[src/rtl/median_pivot_ctrl.sv]
// median_pivot_ctrl: quickselect sequencer for the median-filter fill stage.
// Each pass hands the fill stage a pivot and a partition size, then reads
// back the partition counts and extremes to pick the partition holding the
// target rank and to derive the next pivot.
// Optional feature macro: MEDIAN_PASS_LIMIT_EN (pass counter + med_err).
module median_pivot_ctrl #(
  parameter int BUFF_SIZE     = 32,
  parameter int BUFF_SIZE_BIT = $clog2(BUFF_SIZE) + 1
) (
  input  logic                     clk,
  input  logic                     rst_n,
  input  logic                     start,
  input  logic [BUFF_SIZE_BIT-1:0] in_size,
  input  logic                     up_next,
  input  logic [BUFF_SIZE_BIT-1:0] lower_size,
  input  logic [BUFF_SIZE_BIT-1:0] equal_size,
  input  logic [BUFF_SIZE_BIT-1:0] larger_size,
  input  logic [7:0]               min_lower,
  input  logic [7:0]               max_lower,
  input  logic [7:0]               min_larger,
  input  logic [7:0]               max_larger,
  output logic [7:0]               pivot_samp,
  output logic [BUFF_SIZE_BIT-1:0] buff_size_samp,
  output logic                     control_sampled,
  output logic                     sending,
  output logic [1:0]               part_sel,
  output logic [7:0]               median,
  output logic                     med_valid,
`ifdef MEDIAN_PASS_LIMIT_EN
  output logic                     med_err,
`endif
  input  logic                     med_ack
);

  typedef enum logic [2:0] {
    IDLE      = 3'd0,
    ARM       = 3'd1,
    WAIT_FILL = 3'd2,
    DECIDE    = 3'd3,
    DONE      = 3'd4
  } state_t;

  localparam logic [BUFF_SIZE_BIT-1:0] ONE_SZ   = BUFF_SIZE_BIT'(1);
  localparam logic [7:0]               PIV_INIT = 8'd128;

  // Ceiling average at 9 bits: result is strictly above a and at most b when a < b.
  function automatic logic [7:0] ceil_avg(input logic [7:0] a, input logic [7:0] b);
    logic [8:0] s;
    s = {1'b0, a} + {1'b0, b} + 9'd1;
    return s[8:1];
  endfunction

  state_t state, state_nxt;

  logic [BUFF_SIZE_BIT-1:0] k_q, k_nxt;
  logic [BUFF_SIZE_BIT-1:0] l_q, e_q, g_q;
  logic [7:0]               minl_q, maxl_q, ming_q, maxg_q;

  logic [7:0]               pivot_nxt;
  logic [BUFF_SIZE_BIT-1:0] size_nxt;
  logic [1:0]               sel_nxt;
  logic [7:0]               median_nxt;

  logic [BUFF_SIZE_BIT:0]   le_sum;
  logic [BUFF_SIZE_BIT:0]   k_ext;
  logic [BUFF_SIZE_BIT:0]   k_rem;

`ifdef MEDIAN_PASS_LIMIT_EN
  logic [3:0] pass_cnt, pass_cnt_nxt;
  logic       err_nxt;
`endif

  // L+E is kept one bit wider so the rank comparisons never wrap.
  assign le_sum = {1'b0, l_q} + {1'b0, e_q};
  assign k_ext  = {1'b0, k_q};
  assign k_rem  = k_ext - le_sum;

  // Next-state and next register values; every target defaults to hold.
  always_comb begin
    state_nxt  = state;
    k_nxt      = k_q;
    pivot_nxt  = pivot_samp;
    size_nxt   = buff_size_samp;
    sel_nxt    = part_sel;
    median_nxt = median;
`ifdef MEDIAN_PASS_LIMIT_EN
    pass_cnt_nxt = pass_cnt;
    err_nxt      = med_err;
`endif
    case (state)
      IDLE: begin
        if (start && (in_size != '0)) begin
          state_nxt = ARM;
          k_nxt     = (in_size - ONE_SZ) >> 1;
          pivot_nxt = PIV_INIT;
          size_nxt  = in_size;
          sel_nxt   = 2'b00;
`ifdef MEDIAN_PASS_LIMIT_EN
          pass_cnt_nxt = 4'd1;
`endif
        end
      end
      ARM: begin
        state_nxt = WAIT_FILL;
      end
      WAIT_FILL: begin
        if (up_next) state_nxt = DECIDE;
      end
      DECIDE: begin
        if (k_ext < {1'b0, l_q}) begin
          if (minl_q == maxl_q) begin
            median_nxt = minl_q;
            state_nxt  = DONE;
          end else begin
            sel_nxt   = 2'b01;
            size_nxt  = l_q;
            pivot_nxt = ceil_avg(minl_q, maxl_q);
            state_nxt = ARM;
          end
        end else if (k_ext < le_sum) begin
          median_nxt = pivot_samp;
          state_nxt  = DONE;
        end else begin
          k_nxt = k_rem[BUFF_SIZE_BIT-1:0];
          if (ming_q == maxg_q) begin
            median_nxt = ming_q;
            state_nxt  = DONE;
          end else begin
            sel_nxt   = 2'b10;
            size_nxt  = g_q;
            pivot_nxt = ceil_avg(ming_q, maxg_q);
            state_nxt = ARM;
          end
        end
`ifdef MEDIAN_PASS_LIMIT_EN
        if (state_nxt == ARM) begin
          if (pass_cnt == 4'd9) begin
            state_nxt  = DONE;
            median_nxt = pivot_samp;
            pivot_nxt  = pivot_samp;
            size_nxt   = buff_size_samp;
            sel_nxt    = part_sel;
            err_nxt    = 1'b1;
          end else begin
            pass_cnt_nxt = pass_cnt + 4'd1;
          end
        end
`endif
      end
      DONE: begin
        if (med_ack) begin
          state_nxt = IDLE;
`ifdef MEDIAN_PASS_LIMIT_EN
          err_nxt = 1'b0;
`endif
        end
      end
      default: state_nxt = IDLE;
    endcase
  end

  // State register.
  always_ff @(posedge clk or negedge rst_n) begin
    if (!rst_n) state <= IDLE;
    else        state <= state_nxt;
  end

  // Registered outputs, rank and captured fill results.
  always_ff @(posedge clk or negedge rst_n) begin
    if (!rst_n) begin
      pivot_samp      <= PIV_INIT;
      buff_size_samp  <= '0;
      part_sel        <= 2'b00;
      median          <= 8'd0;
      control_sampled <= 1'b0;
      med_valid       <= 1'b0;
      sending         <= 1'b1;
      k_q             <= '0;
      l_q             <= '0;
      e_q             <= '0;
      g_q             <= '0;
      minl_q          <= 8'd0;
      maxl_q          <= 8'd0;
      ming_q          <= 8'd0;
      maxg_q          <= 8'd0;
`ifdef MEDIAN_PASS_LIMIT_EN
      pass_cnt        <= 4'd0;
      med_err         <= 1'b0;
`endif
    end else begin
      pivot_samp      <= pivot_nxt;
      buff_size_samp  <= size_nxt;
      part_sel        <= sel_nxt;
      median          <= median_nxt;
      k_q             <= k_nxt;
      control_sampled <= (state_nxt == ARM);
      med_valid       <= (state_nxt == DONE);
      sending         <= (state_nxt != WAIT_FILL);
      if ((state == WAIT_FILL) && up_next) begin
        l_q    <= lower_size;
        e_q    <= equal_size;
        g_q    <= larger_size;
        minl_q <= min_lower;
        maxl_q <= max_lower;
        ming_q <= min_larger;
        maxg_q <= max_larger;
      end
`ifdef MEDIAN_PASS_LIMIT_EN
      pass_cnt <= pass_cnt_nxt;
      med_err  <= err_nxt;
`endif
    end
  end

endmodule

[config.mk]
export PLATFORM = sky130hd
export DESIGN_NAME = median_pivot_ctrl
export DESIGN_NICKNAME = d
export VERILOG_FILES = /design/src/rtl/median_pivot_ctrl.sv
export SDC_FILE = /design/constraint.sdc
export NUM_CORES = 1
export LEC_CHECK = 0
export ABC_AREA = 1
export BUFFER_PORTS_ARGS = -buffer_cell sky130_fd_sc_hd__buf_4
export CAP_MARGIN = 15
export CORE_MARGIN = 3
export CORE_UTILIZATION = 50
export DETAILED_ROUTE_END_ITERATION = 10
export MAX_ROUTING_LAYER = met4
export PLACE_DENSITY = 0.72
export SYNTH_ARGS = -nofsm -noshare
export SYNTH_HDL_FRONTEND = slang
export SYNTH_SLANG_ARGS = --single-unit
[constraint.sdc]
create_clock -name clk -period 3.93 [get_ports clk]
set_input_delay 1.179 -clock clk [delete_from_list [all_inputs] [get_ports clk]]
set_output_delay 1.179 -clock clk [all_outputs]
set_load 0.01 [all_outputs]
==> key figures, run 1 <==
Yosys
  • Syn Nets: between 700 and 800
  • Main synth FF type: dfrtp_1
  • Post-synth top area share: 0.4035
  • Cell area after synthesis: 5210 µm²
  • Commonest cells in the netlist: nand2_1, dfrtp_1, inv_1
  • Register area share after synthesis: 0.4135
  • Post-Syn Area per Cell: 8.231 µm²
  • EDFF count, synth: 0
  • Synth unique cells: 38
  • Synthesized flop and latch total: 86
  • Area leader, netlist: dfrtp_1
  • Async S/R FF share, synth: 1.000
  • Top-count cell post-synth: nand2_1
  • Leading post-synthesis cells by cell area: dfrtp_1, nand2_1, ha_1
  • YS warnings: 0
  • Cells after synthesis: ~630

Worst setup path
  • Crit. End Element: flop
  • Crit path max-delay family: simple AND/OR/NAND/NOR gates
  • Crit path launch type: flop
  • Worst-path cell chain: ha_1 > fa_1 > a31oi_1 > xor2_1 > ha_1 > nand2_1 > inv_1 > nand2_1 > nand3_2 > nand3_4 > nand2_4 > nand2_4 > nand2_4 > nand2_4 > inv_2 > nand2_1 > nand2_1
  • CP max stage delay: around 420 ps
  • Worst setup path class: flop to flop
  • Arrival @ worst endpoint: 3450 ps
  • WP buf/inv: 2
  • Worst EP required: 4190 ps
  • FF-to-FF setup slack: between 700 and 800 ps
  • Worst-path maximum fanout: 22
  • Critical path launch point: l_q[0]
  • RR Startpoint: l_q[0]
  • Crit-path slowest cell: dfrtp_1

STA
  • Setup Viol. Count Final: 0
  • Final setup margin: roughly 740 ps
  • Final setup TNS: 0 ps
  • Worst Skew: ~10 ps
  • Worst-Margin Slew: 839.8 ps
  • RSZ-0062 raised after global routing: false
  • Final period utilization: 0.8115
  • FMAX: 313.6 MHz
  • Max-slew violations: 0
  • Minimum clock period: around 3200 ps
  • Endpoints failing hold: 0
  • Slew Limit Headroom: 0.4381
  • Hold slack: around 500 ps

Detailed routing
  • Drt drc: 0
  • Detail Route Antenna Nets: 0
  • Routed via count: between 4000 and 5000
  • Drt first-iter violations: between 200 and 300
  • Via density per instance: around 5.3
  • Post-Route WL: about 13000 µm
  • WL per Instance: roughly 15 µm
  • Drt first pass iters: 5

Worst hold path
  • Worst hold path class: flop to flop
  • Hold Crit Start: part_sel[0]

Place
  • Placed Area: 5964 µm²
  • GP Congestion: 0.9123
  • Placed Cells: roughly 840
  • Pre-CTS setup slack: between 700 and 800 ps
  • HPWL Detailed: roughly 9900 µm
  • IO buf count: 87

Final layout
  • Fillers: slightly below 900
  • Post-route cell area: ~6200 µm²
  • Final-stage net count: about 800
  • Final core occ: 0.6277
  • Non-filler cells, final: 854
  • Multi-input gate area: around 2700 µm²
  • Register area: approximately 2200 µm²
  • Ant diodes: 0
  • Share of cells above drive strength 1: 0.2261
  • Area grow syn2layout: 19.93%

CTS
  • Post-cts hold buffer count: 0
  • Clock sink total: 86
  • CTS H-tree depth: 3
  • Max Root-Sink Buffers: 2
  • Total CTS buffers: 9
  • Post-CTS Setup Bufs: 0
  • Clock Pin Slew Worst Setup and Hold Paths: ~80 ps
  • Cts repair resizes: 0
  • CTS tree: yes
  • Clk_lat worst skew: 370 ps
  • CTS Root Cell: clkbuf_8

Pwr
  • Total power: around 6.4 mW
  • Max IR drop VDD: between 0.0004 and 0.0005 V
  • Pwr Density: between 1000 and 1500 nW/µm²
  • Leak pwr: 3.312 nW

Run
  • Max_cap viols: 0

Die
  • Row cnt: 36
  • Initial Utilization: 0.5234
  • Core ar.: between 9000 and 10000 µm²
  • Die width: 108.1 µm
  • Die area: about 12000 µm²
  • Die height: about 110 µm
  • # IOs: 88

GRT
  • Gr ovfl total: 0
  • Total GRT Usage: 0.2382
  • Vias in the first global route: 4261
  • Largest net degree at the start of global routing: 87
  • Initial antenna violation count: 0
  • Global-route wire length before repair: around 21000 µm

Outcome
  • Status: completed
## cells by family (layout without fill, tap and decap cells)
kind of cell	count (synthesis)	count (layout)	synth area share
and+or+nand+nor	312	312	0.2646
buffers and inverters	86	174	0.06676
DFF	86	86	0.4135
xor gates and xnor gates	11	11	0.01849
muxes	31	31	0.06700
adders and majority gates	39	39	0.09942
AOI/OAI and AO/OA	68	68	0.07012
## flip-flops by register name (all words and copies together), names as in the netlist
register	cells
maxg_q	8
maxl_q	8
median	8
ming_q	8
minl_q	8
pivot_samp	8
buff_size_samp	6
e_q	6
g_q	6
k_q	6
l_q	6
state	3
part_sel	2
control_sampled	1
med_valid	1
sending	1
## worst reg2reg max path, cell delays in order, from the launching register on
cell	delay, ps
dfrtp_1	420
ha_1	240
fa_1	420
a31oi_1	180
xor2_1	170
ha_1	290
nand2_1	110
inv_1	40
nand2_1	70
nand3_2	110
nand3_4	160
nand2_4	130
nand2_4	90
nand2_4	100
nand2_4	230
inv_2	160
nand2_1	90
nand2_1	50
## placed cells by master, fill, tap and decap left out, types with 3 or more instances in the layout
cell type	Yosys	layout
a21o_1	3	3
ha_1	35	35
nand4_1	4	4
xor2_1	5	5
o21ai_0	19	19
nand2_4	6	6
dfrtp_1	84	84
buf_4	1	91
inv_1	64	64
nand3_1	61	60
mux2_2	31	31
nor2_1	44	44
clkbuf_8	0	11
a21oi_1	36	36
nor4_1	3	3
or2_2	6	6
o21ai_1	3	3
bufinv_16	0	3
nand2_1	178	178
fa_1	4	4
xnor2_1	6	6
## path summary, 6_finish.rpt
check | depth (start not counted) | endpoint
setup / recovery | 17 | pivot_samp[5]
hold / removal | 2 | part_sel[0]
setup reg to reg | 17 | pivot_samp[5]
hold reg to reg | 2 | part_sel[0]
max in group asynchronous | 2 | pivot_samp[7]
min in group asynchronous | 1 | buff_size_samp[3]
## power breakdown
part | internal (mW) | switching (mW) | total, mW | leakage [nW]
Clock | 0.457 | 0.328 | 0.785 | 0.122
Combinational | 1.59 | 2.36 | 3.95 | 2.16
Sequential | 1.31 | 0.310 | 1.62 | 1.03
Total | 3.36 | 3.00 | 6.36 | 3.31
## routing by layer
metal / share of wire / vias up / global-route usage
met4: 0.021 / 0 / 0.08747
met5: 0 / - / -
met1: 0.49 / 2123 / 0.3580
met3: 0.054 / 20 / 0.02746
met2: 0.43 / 139 / 0.3304
li1: - / 2223 / -
## area by class of cell
class,count,area share
clock buffers,11,0.02423
flip-flops and latches,86,0.3448
inverters,66,0.03965
multi-input cells,461,0.4341
repair buffers,92,0.1137
clock inverters,5,0.01682
well taps,133,0.02663
No activity file was read; power rests on OpenSTA's default activity.
==> inputs of run 2 (changes only) <==
==> constraint.sdc (replaced) <==
create_clock -name clk -period 3.1 [get_ports clk]
set_input_delay 0.93 -clock clk [delete_from_list [all_inputs] [get_ports clk]]
set_output_delay 0.93 -clock clk [all_outputs]
set_load 0.01 [all_outputs]
==> key figures, run 2 (synthesized netlist as in run 1, its figures left out) <==
CTS
  • CTS H-tree depth: 3
  • Clock Pin Slew Worst Setup and Hold Paths: 80 ps
  • Max Root-Sink Buffers: 2
  • Clk_lat worst skew: between 300 and 400 ps
  • Total CTS buffers: 9
  • Clock sink total: 86
  • CTS tree: yes
  • CTS Root Cell: clkbuf_8
  • Post-cts hold buffer count: 0

Detailed routing
  • Post-Route WL: 12630 µm
  • Drt drc: 0
  • Detail Route Antenna Nets: 0
  • Routed via count: between 4000 and 5000
  • Drt first-iter violations: between 200 and 300
  • Via density per instance: between 5 and 6
  • WL per Instance: between 10 and 15 µm
  • Drt first pass iters: 4

GRT
  • Initial antenna violation count: 0
  • Vias in the first global route: 4208
  • Total GRT Usage: 0.2300
  • Gr ovfl total: 0
  • Largest net degree at the start of global routing: 72
  • Global-route wire length before repair: approximately 20000 µm

Die
  • # IOs: 88
  • Core ar.: between 9000 and 10000 µm²
  • Initial Utilization: 0.5234
  • Die height: 108.1 µm
  • Die area: roughly 12000 µm²
  • Row cnt: 36
  • Die width: 108.1 µm

Final layout
  • Most frequent cells in the layout: nand2_1, buf_4, dfrtp_1
  • Final-stage net count: ~820
  • Ant diodes: 0
  • Share of cells above drive strength 1: 0.2363
  • Commonest non-fill, non-tap cell in the layout: nand2_1
  • Final core occ: 0.6321
  • Non-filler cells, final: ~860
  • Fillers: around 890
  • Area grow syn2layout: 20.77%

Worst hold path
  • Worst hold path class: flop to flop

Pwr
  • Max IR drop VDD: roughly 0.00057 V
  • Total power: 8.172 mW
  • Leak pwr: ~3.3 nW
  • Pwr Density: ~1300 nW/µm²

STA
  • Final period utilization: 0.9522
  • FMAX: about 340 MHz
  • Worst-Margin Slew: ~670 ps
  • Endpoints failing hold: 0
  • Slew Limit Headroom: 0.5538
  • Final setup TNS: 0 ps
  • RSZ-0062 raised after global routing: true
  • Minimum clock period: approximately 3000 ps
  • Max-slew violations: 0
  • Setup Viol. Count Final: 0
  • Final setup margin: ~150 ps
  • Worst Skew: 8.113 ps

Place
  • GP Congestion: ~0.94
  • IO buf count: 87
  • Placed Cells: between 800 and 900
  • HPWL Detailed: 9731 µm
  • Pre-CTS setup slack: around 62 ps

Worst setup path
  • Crit path launch type: flop
  • Crit. End Element: flop
  • Worst-path cell chain: ha_2 > fa_2 > a31oi_2 > xor2_1 > ha_1 > nand2_1 > inv_1 > nand2_1 > nand3_2 > nand3_4 > nand2_8 > nand2_4 > nand2_4 > nand2_4 > inv_2 > nand2_1 > nand2_1
  • Worst EP required: ~3400 ps
  • Most used cell, CP: nand2_1
  • Crit path max-delay family: simple AND/OR/NAND/NOR gates
  • Worst setup path class: flop to flop
  • WP buf/inv: 2
  • CP max stage delay: between 400 and 500 ps
  • Crit-path slowest cell: dfrtp_1
  • Arrival @ worst endpoint: roughly 3200 ps
  • Worst-path maximum fanout: 13

Run
  • Max_cap viols: 0

Outcome
  • Status: completed
## run 2: cell count changes in the layout (fill, tap and decap cells not counted), moves of 2 or more
cell        delta
clkinvlp_4     -2
buf_12         +2
buf_4          +5
clkinv_2       +2
clkbuf_1       +2
## run 2: worst paths after layout
check	cells after the start	slack [ps]	from	to
worst max-delay path	17	150	l_q[0]	pivot_samp[3]
worst min-delay path	2	490	pivot_samp[7]	pivot_samp[7]
worst max register to register	17	150	l_q[0]	pivot_samp[3]
worst min register to register	2	490	pivot_samp[7]	pivot_samp[7]
max in group asynchronous	2	1960	rst_n	ming_q[5]
min in group asynchronous	1	520	rst_n	buff_size_samp[1]
## run 2: final cells by class
class / count / area, µm² / share of cell area
inverters: 66 / 247.7 / 0.03937
flip-flops and latches: 86 / 2155 / 0.3424
multi-input cells: 461 / 2736 / 0.4349
clock inverters: 4 / 70.07 / 0.01114
well taps: 133 / 166.4 / 0.02645
clock buffers: 12 / 145.1 / 0.02307
repair buffers: 99 / 772.0 / 0.1227
## run 2: per-layer routing
metal,part of all wire,global-route usage
met1,0.49,0.3419
met2,0.43,0.3219
met3,0.062,0.04060
met4,0.015,0.06763
met5,0,-
## run 2: per-stage QoR
| step | hold WS [ps] | cell area, µm² |
|---|---|---|
| floorplan | 478.0 | 5210 |
| global placement | 470.6 | 6012 |
| detailed placement | 474.4 | 6012 |
| CTS | 493.8 | 6227 |
| global route | 517.4 | 6292 |
| finish | 491.2 | 6292 |
## run 2: what timing repair did
| item | 4_1_cts | 5_1_grt |
|---|---|---|
| resized for setup | 0 | 6 |
| buffers inserted | 0 | 5 |
| setup endpoints to repair | 0 | 32 |
## run 2: where the power goes
| part | switching (mW) | leakage (nW) | internal, mW |
|---|---|---|---|
| sequential | 0.391 | 1.03 | 1.66 |
| clock | 0.394 | 0.110 | 0.474 |
| combinational | 3.05 | 2.20 | 2.20 |
## run 2: worst reg2reg max path, delay by kind of cell, from the launching register on
kind	cells	cell delay [ps]
AND/OR/NAND/NOR	10	1000
adder cells (fa/ha/maj)	3	900
flip-flops	1	410
AO/OA/AOI/OAI	1	190
XOR/XNOR	1	180
buffers and inverters	2	160
==> inputs of run 3 (changes only) <==
--- a/config.mk
+++ b/config.mk
@@ -9,10 +9,10 @@
 export BUFFER_PORTS_ARGS = -buffer_cell sky130_fd_sc_hd__buf_4
 export CAP_MARGIN = 15
 export CORE_MARGIN = 3
-export CORE_UTILIZATION = 50
+export CORE_UTILIZATION = 57
 export DETAILED_ROUTE_END_ITERATION = 10
 export MAX_ROUTING_LAYER = met4
-export PLACE_DENSITY = 0.72
+export PLACE_DENSITY = 0.81
 export SYNTH_ARGS = -nofsm -noshare
 export SYNTH_HDL_FRONTEND = slang
 export SYNTH_SLANG_ARGS = --single-unit
==> key figures, run 3 (synthesized netlist as in run 1, its figures left out) <==
Outcome
  • Status: completed

Place
  • IO buf count: 87
  • Placed Area: 5988 µm²
  • HPWL Detailed: 10210 µm
  • GP Congestion: roughly 0.95

STA
  • Final setup TNS: 0 ps
  • Worst-Margin Slew: 733.8 ps
  • Slew Limit Headroom: 0.5103
  • FMAX: between 300 and 400 MHz
  • Worst Skew: roughly 12 ps
  • Hold slack: around 500 ps
  • Minimum clock period: 2902 ps
  • Setup Viol. Count Final: 0
  • Final period utilization: 0.9363
  • Max-slew violations: 0
  • Endpoints failing hold: 0

Pwr
  • Cell Int Power: about 4.3 mW
  • Gate power share: 0.657
  • Total power: approximately 8.3 mW
  • Sequential Power Share: 0.250
  • Psw: 3.966 mW
  • Part of the power in the clock network: 0.094
  • Switching share of power: 0.4789
  • Pwr Density: roughly 1300 nW/µm²
  • Leak pwr: ~3.3 nW
  • Max IR drop VDD: ~0.00067 V

Die
  • Row cnt: 34
  • Die height: just over 100 µm
  • # IOs: about 90
  • Initial Utilization: 0.5916
  • Core ar.: roughly 9000 µm²
  • Die width: between 100 and 150 µm
  • Die area: 10320 µm²

Detailed routing
  • Drt first pass iters: 5
  • Drt drc: 0
  • Routed via count: 4680
  • WL per Instance: 15.70 µm
  • Detail Route Antenna Nets: 0
  • Drt first-iter violations: between 300 and 400
  • Via density per instance: approximately 5.6
  • Post-Route WL: about 13000 µm

Final layout
  • Post-route cell area: 6295 µm²
  • Commonest non-fill, non-tap cell in the layout: nand2_1
  • Most frequent cells in the layout: nand2_1, buf_4, dfrtp_1
  • Ant diodes: 0
  • Area grow syn2layout: 20.82%
  • Share of cells above drive strength 1: 0.2395
  • Final-stage net count: slightly above 800
  • Fillers: approximately 670

CTS
  • CTS tree: yes
  • Max Root-Sink Buffers: 2
  • CTS H-tree depth: 3
  • Clk_lat worst skew: 360 ps
  • Clock Pin Slew Worst Setup and Hold Paths: about 90 ps
  • Clock sink total: 86
  • CTS Root Cell: clkbuf_8
  • Post-cts hold buffer count: 0
  • Total CTS buffers: 9

GRT
  • Total GRT Usage: 0.2715
  • Gr ovfl total: 0
  • Initial antenna violation count: 0
  • Met1 Usage GRT: 0.3943
  • Largest net degree at the start of global routing: 45
  • Global-route wire length before repair: 21290 µm
  • GRT busiest layer: met1
  • Met2 usage: 0.3893
  • Vias in the first global route: 4397
  • M3 GR Usage: 0.03788

Worst setup path
  • Most used cell, CP: nand2_1
  • Arrival @ worst endpoint: 3150 ps
  • Crit-path slowest cell: dfrtp_1
  • Worst-path maximum fanout: 15
  • Crit path launch type: flop
  • Worst-path cell chain: ha_2 > fa_2 > a31oi_1 > xor2_1 > ha_1 > nand2_1 > nor2_1 > nand2_1 > nand3_2 > nand3_4 > nand2_8 > nand2_4 > nand2_8 > nand2_8 > buf_6 > nand2_1 > nand2_1
  • Worst setup path class: flop to flop
  • Worst EP required: roughly 3400 ps
  • CP max stage delay: approximately 410 ps
  • Crit. End Element: flop

Worst hold path
  • Worst hold path class: flop to flop

Run
  • Max_cap viols: 0
[run 3: routing by layer]
layer	part of all wire	vias to the layer above
met4	0.018	0
met1	0.45	2192
met2	0.46	215
met5	0	-
li1	-	2248
met3	0.072	25
[run 3: what timing repair did]
action                     in CTS  in global routing
setup buffers                   0                 11
setup endpoints to repair      14                 32
resized for setup               3                  5
pin swaps                       0                  6
[run 3: stage by stage]
step | util | instances | setup slack (ps)
floorplan | - | 633 | 378.6
global placement | 0.6800 | 816 | 110.2
detailed placement | 0.6800 | 816 | -36.44
CTS | 0.7032 | 832 | 7.085
global route | 0.7148 | 843 | -3.590
finish | 0.7148 | 843 | 197.6
[run 3: final cells by class]
class	instances	area, µm²	area share
Inverter	66	250.2	0.03975
Tap cell	108	135.1	0.02147
Timing Repair Buffer	106	824.5	0.1310
Clock inverter	3	45.04	0.007156
Clock buffer	13	138.9	0.02206
Sequential cell	86	2155	0.3423
Multi-Input combinational cell	461	2746	0.4363
[run 3: worst max-delay path, delay by kind of cell, from the launching register on]
kind,cells,cell delay [ps]
adder cells (fa/ha/maj),3,910
XOR/XNOR,1,100
AND/OR/NAND/NOR,11,1000
buffers and inverters,1,150
flip-flops,1,410
AO/OA/AOI/OAI,1,200
[run 3: worst paths after layout]
| check | startpoint | slack (ps) | endpoint | cells past startpoint |
|---|---|---|---|---|
| worst max-delay path | l_q[0] | 200 | part_sel[0] | 17 |
| worst min-delay path | buff_size_samp[5] | 500 | buff_size_samp[5] | 2 |
| worst max register to register | l_q[0] | 200 | part_sel[0] | 17 |
| worst min register to register | buff_size_samp[5] | 500 | buff_size_samp[5] | 2 |
| max in group asynchronous | rst_n | 1870 | pivot_samp[7] | 2 |
| min in group asynchronous | rst_n | 540 | buff_size_samp[3] | 1 |
[run 3: power by group through the flow]
stage	logic [mW]	clock network (mW)	registers, mW
3_3_place_gp	4.87	0	2.06
5_1_grt	6.05	0.826	2.13
6_report	5.44	0.776	2.07
2_1_floorplan	3.75	0	2.00
3_5_place_dp	5.02	0	2.08
4_1_cts	5.11	0.780	2.06
